<file path="config.mk">
export PLATFORM = sky130hd
export DESIGN_NAME = fetch_prefetch_unit
export DESIGN_NICKNAME = d
export VERILOG_FILES = /design/src/rtl/fetch_pkg.sv /design/src/rtl/sync_fifo.sv /design/src/rtl/fetch_prefetch_unit.sv
export SDC_FILE = /design/constraint.sdc
export NUM_CORES = 1
export LEC_CHECK = 0
export ABC_AREA = 1
export BUFFER_PORTS_ARGS = -buffer_cell sky130_fd_sc_hd__clkbuf_2
export CORE_ASPECT_RATIO = 1.2
export CORE_MARGIN = 2
export CORE_UTILIZATION = 51
export CTS_CLUSTER_DIAMETER = 80
export DETAILED_ROUTE_END_ITERATION = 12
export GPL_TIMING_DRIVEN = 1
export HOLD_SLACK_MARGIN = 0.08
export PLACE_DENSITY_LB_ADDON = 0.08
export SYNTH_ARGS = -nofsm -noshare
export SYNTH_HDL_FRONTEND = slang
export SYNTH_SLANG_ARGS = --single-unit
</file>
<file path="constraint.sdc">
create_clock -name clk -period 8.5 [get_ports clk]
set_input_delay 2.125 -clock clk [delete_from_list [all_inputs] [get_ports clk]]
set_output_delay 2.125 -clock clk [all_outputs]
set_load 0.01 [all_outputs]
</file>
<file path="src/rtl/fetch_pkg.sv">
// ----------------------------------------------------------------------------
// fetch_pkg
//   Shared definitions for the instruction-fetch front end.
//   - fetch_state_t    : bus-side FSM states of fetch_prefetch_unit
//   - RESET_PC_DEFAULT : default first fetch address after reset
// ----------------------------------------------------------------------------
package fetch_pkg;

  typedef enum logic [1:0] {
    ST_IDLE    = 2'd0,
    ST_REQ     = 2'd1,
    ST_DISCARD = 2'd2
  } fetch_state_t;

  localparam logic [31:0] RESET_PC_DEFAULT = 32'h8000_0000;

endpackage

</file>
<file path="src/rtl/sync_fifo.sv">
// ----------------------------------------------------------------------------
// sync_fifo
//   Single-clock FIFO holding {pc, instruction} entries for the fetch unit.
//   DEPTH must be a power of two so the pointers wrap naturally.
//   The storage is reset so the head reads as zero after reset.
//
// Ports
//   clk      : clock, all state on rising edge
//   reset    : synchronous active-high reset
//   i_push   : write i_wdata at the tail (caller guarantees space or a pop)
//   i_pop    : drop the head entry (ignored when empty)
//   i_clear  : empty the FIFO next edge; overrides push/pop
//   i_wdata  : entry to write
//   o_rdata  : head entry
//   o_full   : count == DEPTH
//   o_empty  : count == 0
//   o_count  : number of valid entries
// ----------------------------------------------------------------------------
module sync_fifo #(
  parameter int WIDTH = 64,
  parameter int DEPTH = 4
) (
  input  logic                     clk,
  input  logic                     reset,
  input  logic                     i_push,
  input  logic                     i_pop,
  input  logic                     i_clear,
  input  logic [WIDTH-1:0]         i_wdata,
  output logic [WIDTH-1:0]         o_rdata,
  output logic                     o_full,
  output logic                     o_empty,
  output logic [$clog2(DEPTH):0]   o_count
);

  localparam int PTR_W = $clog2(DEPTH);
  localparam int CNT_W = PTR_W + 1;

  logic [WIDTH-1:0] r_mem [DEPTH];
  logic [PTR_W-1:0] r_wr_ptr;
  logic [PTR_W-1:0] r_rd_ptr;
  logic [CNT_W-1:0] r_count;
  logic             w_do_pop;

  assign w_do_pop = i_pop & ~o_empty;

  always_ff @(posedge clk) begin
    if (reset) begin
      r_wr_ptr <= '0;
      r_rd_ptr <= '0;
      r_count  <= '0;
      for (int i = 0; i < DEPTH; i++) begin
        r_mem[i] <= '0;
      end
    end else if (i_clear) begin
      r_wr_ptr <= '0;
      r_rd_ptr <= '0;
      r_count  <= '0;
    end else begin
      if (i_push) begin
        r_mem[r_wr_ptr] <= i_wdata;
        r_wr_ptr        <= r_wr_ptr + PTR_W'(1);
      end
      if (w_do_pop) begin
        r_rd_ptr <= r_rd_ptr + PTR_W'(1);
      end
      r_count <= r_count + CNT_W'(i_push) - CNT_W'(w_do_pop);
    end
  end

  assign o_rdata = r_mem[r_rd_ptr];
  assign o_empty = (r_count == '0);
  assign o_full  = (r_count == CNT_W'(DEPTH));
  assign o_count = r_count;

endmodule

</file>
<file path="src/rtl/fetch_prefetch_unit.sv">
// ----------------------------------------------------------------------------
// fetch_prefetch_unit
//   Instruction-fetch front end. Issues sequential Wishbone classic reads
//   and buffers {pc, instruction} pairs in a prefetch FIFO that feeds decode
//   over a valid/ready handshake. Redirects flush the FIFO and restart fetch.
//
//   state      | meaning
//   -----------+-------------------------------------------------------------
//   ST_IDLE    | no bus cycle; issue one when the FIFO has room
//   ST_REQ     | read of fetch_pc outstanding; acked data is queued
//   ST_DISCARD | redirected while a read was outstanding; wait for its ack
//              | and drop the data
//
// Ports
//   clk, reset          : clock, synchronous active-high reset
//   redirect_i          : flush queue, restart fetch at redirect_pc_i
//   redirect_pc_i       : new PC, byte-offset bits ignored
//   inst_valid_o        : queue head valid
//   inst_o, inst_pc_o   : head instruction and its PC
//   inst_ready_i        : decode accepts the head
//   wb_cyc_o, wb_stb_o  : bus cycle / strobe (always equal)
//   wb_ack_i            : slave acknowledge
//   wb_adr_o            : read address
//   wb_dat_o, wb_we_o   : tied to zero (read-only master)
//   wb_dat_i            : read data
//   wb_sel_o            : all ones while a cycle is active
// ----------------------------------------------------------------------------
module fetch_prefetch_unit
  import fetch_pkg::*;
#(
  parameter int                    ADDR_WIDTH = 32,
  parameter logic [ADDR_WIDTH-1:0] RESET_PC   = ADDR_WIDTH'(RESET_PC_DEFAULT),
  parameter int                    DATA_WIDTH = 32,
  parameter int                    FIFO_DEPTH = 4
) (
  input  logic                    clk,
  input  logic                    reset,
  input  logic                    redirect_i,
  input  logic [ADDR_WIDTH-1:0]   redirect_pc_i,
  output logic                    inst_valid_o,
  output logic [DATA_WIDTH-1:0]   inst_o,
  output logic [ADDR_WIDTH-1:0]   inst_pc_o,
  input  logic                    inst_ready_i,
  output logic                    wb_cyc_o,
  output logic                    wb_stb_o,
  input  logic                    wb_ack_i,
  output logic [ADDR_WIDTH-1:0]   wb_adr_o,
  output logic [DATA_WIDTH-1:0]   wb_dat_o,
  input  logic [DATA_WIDTH-1:0]   wb_dat_i,
  output logic [DATA_WIDTH/8-1:0] wb_sel_o,
  output logic                    wb_we_o
);

  localparam int                    BYTES   = DATA_WIDTH / 8;
  localparam int                    CNT_W   = $clog2(FIFO_DEPTH) + 1;
  localparam int                    ENTRY_W = ADDR_WIDTH + DATA_WIDTH;
  localparam logic [ADDR_WIDTH-1:0] PC_INC  = ADDR_WIDTH'(BYTES);
  localparam logic [ADDR_WIDTH-1:0] PC_MASK = ~(PC_INC - ADDR_WIDTH'(1));

  fetch_state_t          r_state;
  fetch_state_t          w_state_nxt;
  logic [ADDR_WIDTH-1:0] r_fetch_pc;
  logic [ADDR_WIDTH-1:0] w_fetch_pc_nxt;
  logic                  r_cyc;
  logic                  w_cyc_nxt;
  logic [ADDR_WIDTH-1:0] r_adr;
  logic [ADDR_WIDTH-1:0] w_adr_nxt;

  logic [ADDR_WIDTH-1:0] w_redirect_pc;
  logic [ADDR_WIDTH-1:0] w_pc_plus;
  logic                  w_push;
  logic                  w_fifo_push;
  logic                  w_pop;
  logic                  w_space;
  logic [CNT_W-1:0]      w_count_next;

  logic [ENTRY_W-1:0]    w_rdata;
  logic                  w_fifo_full;
  logic                  w_fifo_empty;
  logic [CNT_W-1:0]      w_fifo_count;

  assign w_redirect_pc = redirect_pc_i & PC_MASK;
  assign w_pc_plus     = r_fetch_pc + PC_INC;

  // Only an ack for a live request (not being redirected away) is queued.
  assign w_push      = (r_state == ST_REQ) & wb_ack_i & ~redirect_i;
  // A request is only issued with room, so a full FIFO is pushed only
  // together with a pop; the gate keeps the FIFO safe regardless.
  assign w_fifo_push = w_push & (~w_fifo_full | w_pop);
  assign w_pop       = inst_valid_o & inst_ready_i;

  // Occupancy after this edge, used to decide whether another read fits.
  always_comb begin
    if (redirect_i) begin
      w_count_next = '0;
    end else begin
      w_count_next = w_fifo_count + CNT_W'(w_fifo_push) - CNT_W'(w_pop);
    end
  end

  assign w_space = (w_count_next < CNT_W'(FIFO_DEPTH));

  always_ff @(posedge clk) begin
    if (reset) begin
      r_state    <= ST_IDLE;
      r_fetch_pc <= RESET_PC;
      r_cyc      <= 1'b0;
      r_adr      <= '0;
    end else begin
      r_state    <= w_state_nxt;
      r_fetch_pc <= w_fetch_pc_nxt;
      r_cyc      <= w_cyc_nxt;
      r_adr      <= w_adr_nxt;
    end
  end

  always_comb begin
    w_state_nxt    = r_state;
    w_fetch_pc_nxt = r_fetch_pc;
    w_cyc_nxt      = r_cyc;
    w_adr_nxt      = r_adr;
    unique case (r_state)
      ST_IDLE: begin
        if (redirect_i) begin
          w_fetch_pc_nxt = w_redirect_pc;
        end else if (w_space) begin
          w_cyc_nxt   = 1'b1;
          w_adr_nxt   = r_fetch_pc;
          w_state_nxt = ST_REQ;
        end
      end
      ST_REQ: begin
        if (redirect_i) begin
          w_fetch_pc_nxt = w_redirect_pc;
          if (wb_ack_i) begin
            w_cyc_nxt   = 1'b0;
            w_state_nxt = ST_IDLE;
          end else begin
            // The cycle cannot be abandoned; keep it open and drop its data.
            w_state_nxt = ST_DISCARD;
          end
        end else if (wb_ack_i) begin
          w_fetch_pc_nxt = w_pc_plus;
          if (w_space) begin
            w_adr_nxt = w_pc_plus;
          end else begin
            w_cyc_nxt   = 1'b0;
            w_state_nxt = ST_IDLE;
          end
        end
      end
      ST_DISCARD: begin
        if (redirect_i) begin
          w_fetch_pc_nxt = w_redirect_pc;
        end
        if (wb_ack_i) begin
          w_cyc_nxt   = 1'b0;
          w_state_nxt = ST_IDLE;
        end
      end
      default: begin
        w_cyc_nxt   = 1'b0;
        w_state_nxt = ST_IDLE;
      end
    endcase
  end

  sync_fifo #(
    .WIDTH (ENTRY_W),
    .DEPTH (FIFO_DEPTH)
  ) u_fifo (
    .clk     (clk),
    .reset   (reset),
    .i_push  (w_fifo_push),
    .i_pop   (w_pop),
    .i_clear (redirect_i),
    .i_wdata ({r_fetch_pc, wb_dat_i}),
    .o_rdata (w_rdata),
    .o_full  (w_fifo_full),
    .o_empty (w_fifo_empty),
    .o_count (w_fifo_count)
  );

  assign inst_valid_o = ~w_fifo_empty;
  assign inst_o       = w_rdata[DATA_WIDTH-1:0];
  assign inst_pc_o    = w_rdata[ENTRY_W-1:DATA_WIDTH];

  assign wb_cyc_o = r_cyc;
  assign wb_stb_o = r_cyc;
  assign wb_adr_o = r_adr;
  assign wb_sel_o = {BYTES{r_cyc}};
  assign wb_dat_o = '0;
  assign wb_we_o  = 1'b0;

endmodule

</file>
==> results of run 1 <==
cell usage after synthesis:
master	instances	area share (%)
nor2_1	402	10
nand2_1	258	6.4
edfxtp_1	252	50
o21ai_0	186	6.1
inv_1	121	3.0
a21oi_1	79	2.6
clkbuf_1	76	1.9
dfxtp_1	72	9.5
o22ai_1	63	2.6
nor3_1	48	1.6
buf_4	43	2.1
nand3_1	31	1.0
buf_2	11	0.36
inv_2	9	0.22
buf_1	8	0.20
nor2_4	8	0.59
xor2_1	8	0.46
ha_1	5	0.41
nand4_1	4	0.17
a31oi_1	3	0.12
buf_6	3	0.22
clkinv_1	2	0.050
o211a_1	2	0.13
and2_1	1	0.041
and3_1	1	0.041
clkbuf_2	1	0.033
conb_1	1	0.025
nand2_2	1	0.041
nor2_2	1	0.041
o31ai_1	1	0.050
xnor2_1	1	0.058
sequential cells by signal (all words and copies together) (netlist names), named ones only:
register and cells:
u_fifo.r_rd_ptr 2, u_fifo.r_mem 252, r_fetch_pc 30, u_fifo.r_wr_ptr 2
u_fifo.o_count 3, r_state 2, wb_cyc_o 1, wb_adr_o 30
stage by stage:
| stage | std cells | setup WS (ps) |
|---|---|---|
| 2_1_floorplan | 1740 | 861 |
| 3_3_place_gp | 2169 | 3040 |
| 3_5_place_dp | 2169 | 3000 |
| 4_1_cts | 2231 | 3140 |
| 5_1_grt | 2231 | 3030 |
| 6_report | 2231 | 3210 |
path summary, 6_finish.rpt:
path | startpoint | to | slack [ps] | depth (start not counted)
setup / recovery | register | inst_pc_o[3] | 3210 | 6
hold / removal | wb_adr_o[7] | wb_adr_o[7] | 470 | 2
setup reg to reg | r_state[0] | wb_adr_o[17] | 3950 | 15
hold reg to reg | wb_adr_o[7] | wb_adr_o[7] | 470 | 2
cells by family after synthesis:
logic type / after synthesis
compound gates: 334
xor+xnor: 9
fa+ha+maj: 5
buf+inv: 274
flops: 324
other cells: 1
simple gates: 755
final cells by class:
class	instances	share of cell area (%)
flip-flops and latches	324	52.4
repair buffers	181	5.47
multi-input cells	1142	29.8
clock buffers	47	5.77
clock inverters	15	0.872
inverters	132	2.89
well taps	390	2.84
power by group through the flow:
stage / registers (mW) / clock network, mW / logic, mW
after floorplan: 1.87 / 0 / 0.232
after global placement: 1.86 / 0 / 0.344
after detailed placement: 1.86 / 0 / 0.346
after CTS: 1.83 / 1.53 / 0.348
after global routing: 1.84 / 1.59 / 0.389
final: 1.83 / 1.51 / 0.347
worst max-delay path, cell delays in order (launching register included):
cell      delay (ps)
dfxtp_2          310
buf_4            350
inv_1            810
buf_4            550
o21ai_0          170
o22ai_1          250
clkbuf_2         190
per-layer routing:
metal / up-vias / wire [um] / share of wire, %
met3: 78 / 2160 / 5.6
met1: 5618 / 15900 / 42
met4: 0 / 1220 / 3.2
met5: - / 0 / 0
met2: 390 / 18900 / 50
li1: 5832 / - / -
==> results.md, run 1 <==
- Outcome: finished clean
- Clk sinks: 324
- Initial Utilization: 51.5%
- Hold Crit Class: register to register
- Total number of vias: 11900
- Dpl cell area: 16100 sq um
- GR Util met2: 42.9%
- Commonest non-fill, non-tap cells in the layout: nor2_1 (401), nand2_1 (255), edfxtp_1 (252)
- Drt first pass iters: 5
- Crit path required time: 6380 ps
- Clock root cell: clkbuf_16
- Largest family of logic cells by synthesized area: simple AND/OR/NAND/NOR gates
- Die height: 193 um
- Critical Path Fanout Max: 64
- # diodes: 0
- Met3 usage: 2.97%
- Synth unique cells: 31
- CTS Hold Bufs: 0
- Worst slew margin: 25.2%
- CTS HTree Levels: 2
- Post-DRT Antenna Nets: 0
- Avg Inst Size Synth: 8.91 sq um
- Filler Cell Count: 2633
- Synth Area in XOR/XNOR: 0.520%
- Number of global-route vias before repair: 11200
- Sequential fraction of design power: 49.6%
- Gate power share: 9.4%
- Register Area: 9010 sq um
- Switching Fraction: 24.1%
- Busiest layer in global routing: met2
- Final period utilization: 62.2%
- Total CTS buffers: 34
- CTS clk-pin slew, worst paths: 60 ps
- Synth Area in Compound Gates: 11.7%
- Post-Synth Simple-Gate Area: 19.9%
- Mapped Cells: 1702
- WS Path Type: register to output pin
- Worst Setup End Kind: output pin
- Hold Fails Final Rpt: 0
- Port-buffer cells: 167
- Max-cap violations: 0
- Sw Pwr: 0.890 mW
- Pwr/cell area: 214 nW/um^2
- Pint: 2.80 mW
- Worst path arrival time: 3170 ps
- DRC: 0
- Leakage: 7.09 nW
- Setup bufs post-CTS: 0
- Final nets: 1889
- Overall power: 3.69 mW
- RePlAce Congestion: 0.937
- Total track usage: 24.3%
- Die Area: 31100 sq um
- Core region area: 29400 sq um
- Synthesis Warnings: 0
- Area grow syn2layout: 13.5%
- Max clock buf depth: 3
- Clk Latency, worst-skew pair: 510 ps
- HPWL after detailed placement: 22.0 mm
- Via density per instance: 5.34
- Commonest non-fill, non-tap cell in the layout: nor2_1
- Setup TNS: 0 ps
- Final setup vio count: 0
- RSZ-0062 raised after global routing: no
- Final Core Density: 58.5%
- Synth Area in Adders: 0.413%
- Detailed Route WL: 38.3 mm
- Slew @ Worst Pin: 1120 ps
- Peak supply drop: 0.150 mV
- Multi-input gate area: 5130 sq um
- Initial DRC count: 933
- Post-route cell area: 17200 sq um
- Largest net degree at the start of global routing: 99
- #FFs+latches synth: 324
- Hold slack: 467 ps
- CTS tree: done
- Post_cts resized: 0
- Antenna violations before repair: 0
- Overflow after GRT: 0
- Post-layout min period: 5290 ps
- GR Util met1: 30.8%
- Die Wd: 161 um
- Post-Syn Area: 15200 sq um
- CP startpoint kind: register
- Setup skew after layout: 20.4 ps
- Share of layout cells above drive strength 1: 14.2%
- Share of synthesized area spent on multiplexers: 0%
- Slew Limit Fails: 0
- Fmax: 189 MHz
- Sequential fraction of the synthesis area: 59.4%
- First-pass GRT wire length: 58.8 mm
- WL per Instance: 17.2 um
- Core Rows: 69
- Top Ports: 205
- Clk pwr share: 41.0%
Power figures use the tool's default switching activity.
==> run 2: changes to the inputs <==
--- a/config.mk
+++ b/config.mk
@@ -5,7 +5,7 @@
 export SDC_FILE = /design/constraint.sdc
 export NUM_CORES = 1
 export LEC_CHECK = 0
-export ABC_AREA = 1
+export ABC_AREA = 0
 export BUFFER_PORTS_ARGS = -buffer_cell sky130_fd_sc_hd__clkbuf_2
 export CORE_ASPECT_RATIO = 1.2
 export CORE_MARGIN = 2
==> constraint.sdc (replaced) <==
create_clock -name clk -period 5.1 [get_ports clk]
set_input_delay 1.275 -clock clk [delete_from_list [all_inputs] [get_ports clk]]
set_output_delay 1.275 -clock clk [all_outputs]
set_load 0.01 [all_outputs]
==> run 2 against run 1 <==
Total power increased by 51%. Core utilization decreased by 0.29 points. Wire length decreased by 12%. Setup slack got worse by 2000 ps. Design area decreased by 0.50%. Clock power increased by 42%. Global-route usage decreased by 2.5 points. Clock-buffer cell count increased by 2. Non-clock buffer count increased by 9. Largest power group unchanged.
==> results.md, run 2 <==
- Outcome: finished clean
- Clock root cell: clkbuf_16
- Dpl cell area: 16200 sq um
- Drt first pass iters: 5
- Port-buffer cells: 167
- Setup skew after layout: 18.9 ps
- Total track usage: 21.8%
- Worst slew margin: 26.6%
- Top Ports: 205
- Clk sinks: 324
- Post_cts resized: 0
- HPWL after detailed placement: 19.8 mm
- # diodes: 0
- Die Wd: 161 um
- #FFs+latches synth: 324
- Initial Utilization: 51.6%
- CTS Hold Bufs: 0
- Synth area leader: edfxtp_1
- WL per Instance: 20.0 um
- GR Util met2: 37.7%
- Commonest non-fill, non-tap cell in the layout: edfxtp_1
- Number of global-route vias before repair: 9436
- Critical path cell sequence: buf_12, mux4_2, clkbuf_2
- Antenna violations before repair: 0
- Filler Cell Count: 2431
- Top post-synthesis cells by area: edfxtp_1 (50%), dfxtp_1 (9.5%), mux4_2 (9.3%)
- Most flops, register: u_fifo.r_mem
- Met3 usage: 3.06%
- Final setup vio count: 0
- CP startpoint kind: register
- Setup bufs post-CTS: 0
- Total number of vias: 9445
- CTS clk-pin slew, worst paths: 60 ps
- First-pass GRT wire length: 52.8 mm
- R2R depth: 11
- Async S/R FF share, synth: 0%
- Largest family of logic cells by synthesized area: simple AND/OR/NAND/NOR gates
- Core Rows: 69
- Avg Inst Size Synth: 12.9 sq um
- Peak supply drop: 0.230 mV
- RePlAce Congestion: 0.805
- Area grow syn2layout: 12.8%
- Overflow after GRT: 0
- Slew Limit Fails: 0
- Max-cap violations: 0
- GR Util met1: 29.4%
- Busiest layer in global routing: met2
- Detailed Route WL: 33.8 mm
- RSZ-0062 raised after global routing: no
- Total CTS buffers: 31
- Worst Setup End Kind: output pin
- Critical-path top delay cell: dfxtp_4
- Register Area: 9020 sq um
- Commonest cells in the netlist: edfxtp_1 (252), and2_1 (187), clkbuf_1 (84), dfxtp_1 (72), nor2_1 (70)
- Clk Latency, worst-skew pair: 560 ps
- Max clock buf depth: 3
- Share of layout cells above drive strength 1: 24.6%
- Share of synthesized area spent on multiplexers: 9.41%
- Fmax: 260 MHz
- Post-Synth Simple-Gate Area: 17.5%
- CP max stage delay: 920 ps
- WS Path Type: register to output pin
- CTS HTree Levels: 1
- Pwr/cell area: 325 nW/um^2
- Setup TNS: 0 ps
- Slew @ Worst Pin: 1100 ps
- Synth unique cells: 63
- FF-to-FF setup slack: 2180 ps
- Post-route cell area: 17100 sq um
- DRC: 0
- Commonest non-fill, non-tap cells in the layout: edfxtp_1 (252), and2_1 (187), clkbuf_2 (167)
- Post-layout min period: 3850 ps
- Synth Area in Adders: 0.478%
- Synth Area in XOR/XNOR: 1.96%
- Synth Area in Compound Gates: 6.02%
- Sequential fraction of the synthesis area: 59.4%
- Critical Path Fanout Max: 39
- Hold Fails Final Rpt: 0
- Post-DRT Antenna Nets: 0
- Largest net degree at the start of global routing: 117
- Core region area: 29400 sq um
- Synthesis Warnings: 0
- Top-count cell post-synth: edfxtp_1
- Post-synth EDFFs: 252
- Hold path depth: 2
- Multi-input gate area: 5570 sq um
- Mapped Cells: 1174
- Die height: 193 um
- CTS tree: done
- Dominant synthesized flop cell: edfxtp_1
- Die Area: 31200 sq um
- Crit path required time: 3830 ps
- Largest register FFs: 252
- Final period utilization: 75.5%
- Via density per instance: 5.58
- Post-Syn Area: 15200 sq um
- Worst path arrival time: 2580 ps
- Leakage: 6.54 nW
- Final nets: 1353
- Hold Crit Class: register to register
- Synth top area share: 49.9%
- Initial DRC count: 673
==> run 2: worst max-delay path: cells and delay by family (launching register included) <==
kind / cells / cell delay (ps)
flops: 1 / 920
mux: 1 / 580
buf+inv: 2 / 490
==> run 2: layout make-up <==
type,count,area share (%)
clock buffer,49,5.28
clock inverter,8,0.219
inverter,4,0.0877
multi-input combinational,728,32.5
sequential,324,52.6
tap,390,2.85
timing repair buffer,190,6.40
==> run 2: path summary, 6_finish.rpt <==
| path | endpoint | startpoint |
|---|---|---|
| setup / recovery | inst_pc_o[23] | register |
| hold / removal | wb_adr_o[7] | wb_adr_o[7] |
| setup reg to reg | wb_adr_o[3] | r_state[1] |
| hold reg to reg | wb_adr_o[7] | wb_adr_o[7] |
==> run 2: power breakdown <==
part	internal [mW]	total [mW]	switching, mW
Sequential	2.95	3.03	0.0799
Clock	1.20	2.14	0.939
Combinational	0.155	0.390	0.235
Total	4.31	5.56	1.25
==> run 2: layer usage <==
| metal | routed length [um] | vias up |
|---|---|---|
| li1 | - | 4474 |
| met2 | 16900 | 296 |
| met3 | 1730 | 38 |
| met1 | 14600 | 4637 |
| met4 | 634 | 0 |
| met5 | 0 | - |
==> run 2: metrics by stage <==
step	cells	setup slack (ps)	hold WS (ps)	power, mW	util [%]
floorplan	1212	950	485	3.33	-
global placement	1636	1260	485	3.47	55.0
detailed placement	1636	1230	492	3.48	55.0
CTS	1693	1160	503	5.62	58.2
global route	1693	1070	522	5.76	58.2
finish	1693	1250	499	5.56	58.2
==> run 2: kinds of logic after synthesis <==
group,Yosys count
AND/OR/NAND/NOR,458
XOR/XNOR,34
other,1
adder cells (fa/ha/maj),6
buffers and inverters,160
flip-flops,324
multiplexers,64
AO/OA/AOI/OAI,127
==> run 3: changes to the inputs <==
==> constraint.sdc (replaced) <==
create_clock -name clk -period 3.9 [get_ports clk]
set_input_delay 0.975 -clock clk [delete_from_list [all_inputs] [get_ports clk]]
set_output_delay 0.975 -clock clk [all_outputs]
set_load 0.01 [all_outputs]
==> run 3 against run 2 <==
Wire length rose by 1.3%. Die area unchanged. Combinational power rose by 31%. Flip-flop and latch count unchanged. Via count increased by 0.34%. Largest power group unchanged. Highest routed layer unchanged. Core utilization up 0.91 points. Critical path depth is the same. Final cell count rose by 0.77%.
==> results.md, run 3 (synthesis results as in run 2) <==
- Total CTS buffers: 34
- CP max stage delay: 730 ps
- # diodes: 0
- DRC: 0
- Clk sinks: 324
- Largest net degree at the start of global routing: 74
- Detailed Route WL: 34.2 mm
- Final setup vio count: 0
- Most flops, register: u_fifo.r_mem
- Drt first pass iters: 5
- CP startpoint kind: register
- Initial DRC count: 574
- Overall power: 7.76 mW
- Initial Utilization: 51.6%
- Post-DRT Antenna Nets: 0
- Max-cap violations: 0
- Via density per instance: 5.56
- Sequential fraction of design power: 51.1%
- Clock root cell: clkbuf_16
- HPWL after detailed placement: 20.5 mm
- Slew @ Worst Pin: 1050 ps
- Setup skew after layout: 16.2 ps
- Worst Setup End Kind: output pin
- CTS clk-pin slew, worst paths: 60 ps
- Pint: 6.04 mW
- Die Area: 31200 sq um
- Worst path arrival time: 2290 ps
- WS Path Type: register to output pin
- Clk Latency, worst-skew pair: 510 ps
- Hold Path Origin: wb_adr_o[20]
- Crit path buffers/inverters: 2
- Port-buffer cells: 167
- Fmax: 306 MHz
- Hold Crit Class: register to register
- Leakage: 6.67 nW
- Die Wd: 161 um
- Largest register FFs: 252
- Hold Fails Final Rpt: 0
- Pwr/cell area: 446 nW/um^2
- Die height: 193 um
- RePlAce Congestion: 0.830
- Worst slew margin: 29.8%
- R2r endpoint: wb_adr_o[3]
- CP Depth: 3
- Final nets: 1364
- Met3 usage: 3.61%
- Core Rows: 69
- Sw Pwr: 1.72 mW
- Switching Fraction: 22.2%
- Post-layout min period: 3270 ps
- WL per Instance: 20.1 um
- Share of layout cells above drive strength 1: 25.5%
- Max clock buf depth: 3
- Gate power share: 6.6%
- GR Util met2: 36.9%
- Register Area: 9020 sq um
- Top Ports: 205
- Core region area: 29400 sq um
- First-pass GRT wire length: 53.4 mm
- Busiest layer in global routing: met2
- Commonest non-fill, non-tap cell in the layout: edfxtp_1
- Reg2Reg Launch Point: u_fifo.o_count[1]
- Final period utilization: 83.8%
- Number of global-route vias before repair: 9502
- Critical Path Fanout Max: 26
- FF-to-FF setup slack: 1160 ps
- Cell family with most CP delay: flip-flops
- Critical Path End: inst_o[30]
- Outcome: finished clean
- Final Core Density: 59.1%
- Overflow after GRT: 0
- Multi-input gate area: 5570 sq um
- GR Util met1: 29.9%
- RSZ-0062 raised after global routing: no
- Commonest non-fill, non-tap cells in the layout: edfxtp_1 (252), and2_1 (187), clkbuf_2 (167)
- CTS Hold Bufs: 0
- Critical-path top delay cell: dfxtp_4
- CTS HTree Levels: 2
- CTS tree: done
- Area grow syn2layout: 14.6%
- Antenna violations before repair: 0
- Setup TNS: 0 ps
- Total number of vias: 9477
- Slew Limit Fails: 0
- Setup bufs post-CTS: 0
- Clk pwr share: 42.3%
- Total track usage: 22.2%
- Peak supply drop: 0.289 mV
- Post_cts resized: 0
- Crit path required time: 2920 ps
- Filler Cell Count: 2374
- Critical path cell sequence: buf_4, mux4_2, clkbuf_2
- R2R depth: 11
-- run 3: worst min-delay path by stage --
stage / endpoint / depth (start not counted) / slack (ps)
3_5_place_dp: wb_adr_o[18] / 2 / 490
3_3_place_gp: wb_adr_o[29] / 2 / 490
2_1_floorplan: register / 2 / 480
5_1_grt: wb_adr_o[6] / 2 / 520
6_report: wb_adr_o[20] / 2 / 500
4_1_cts: wb_adr_o[9] / 2 / 500
-- run 3: routing by layer --
metal	up-vias	wire length [um]
met3	57	1870
met5	-	0
li1	4502	-
met2	296	16600
met4	0	982
met1	4622	14800
-- run 3: worst register-to-register path: cells and delay by family, from the launching register on --
kind	cells	cell delay, ps
AND/OR/NAND/NOR	4	670
buffers and inverters	2	450
adder cells (fa/ha/maj)	2	370
XOR/XNOR	1	370
flip-flops	1	340
AO/OA/AOI/OAI	1	270
multiplexers	1	190
-- run 3: layout make-up --
cell class / instances / area share, %
clock buffers: 49 / 5.70
flip-flops and latches: 324 / 51.8
repair buffers: 198 / 6.72
well taps: 390 / 2.81
multi-input cells: 728 / 32.0
clock inverters: 13 / 0.827
inverters: 4 / 0.0863
-- run 3: power groups by stage --
stage / sequential, mW / combinational [mW] / clock, mW
6_report: 3.97 / 0.511 / 3.28
5_1_grt: 3.99 / 0.561 / 3.47
4_1_cts: 3.96 / 0.518 / 3.35
3_5_place_dp: 4.04 / 0.515 / 0
3_3_place_gp: 4.03 / 0.513 / 0
2_1_floorplan: 3.99 / 0.368 / 0
-- run 3: per-stage QoR --
stage / instance area, sq um / std cells / setup WS, ps / hold slack [ps]
2_1_floorplan: 15300 / 1212 / 50.3 / 485
3_3_place_gp: 16300 / 1644 / 515 / 486
3_5_place_dp: 16300 / 1644 / 459 / 494
4_1_cts: 17400 / 1706 / 540 / 504
5_1_grt: 17400 / 1706 / 471 / 523
6_report: 17400 / 1706 / 633 / 503
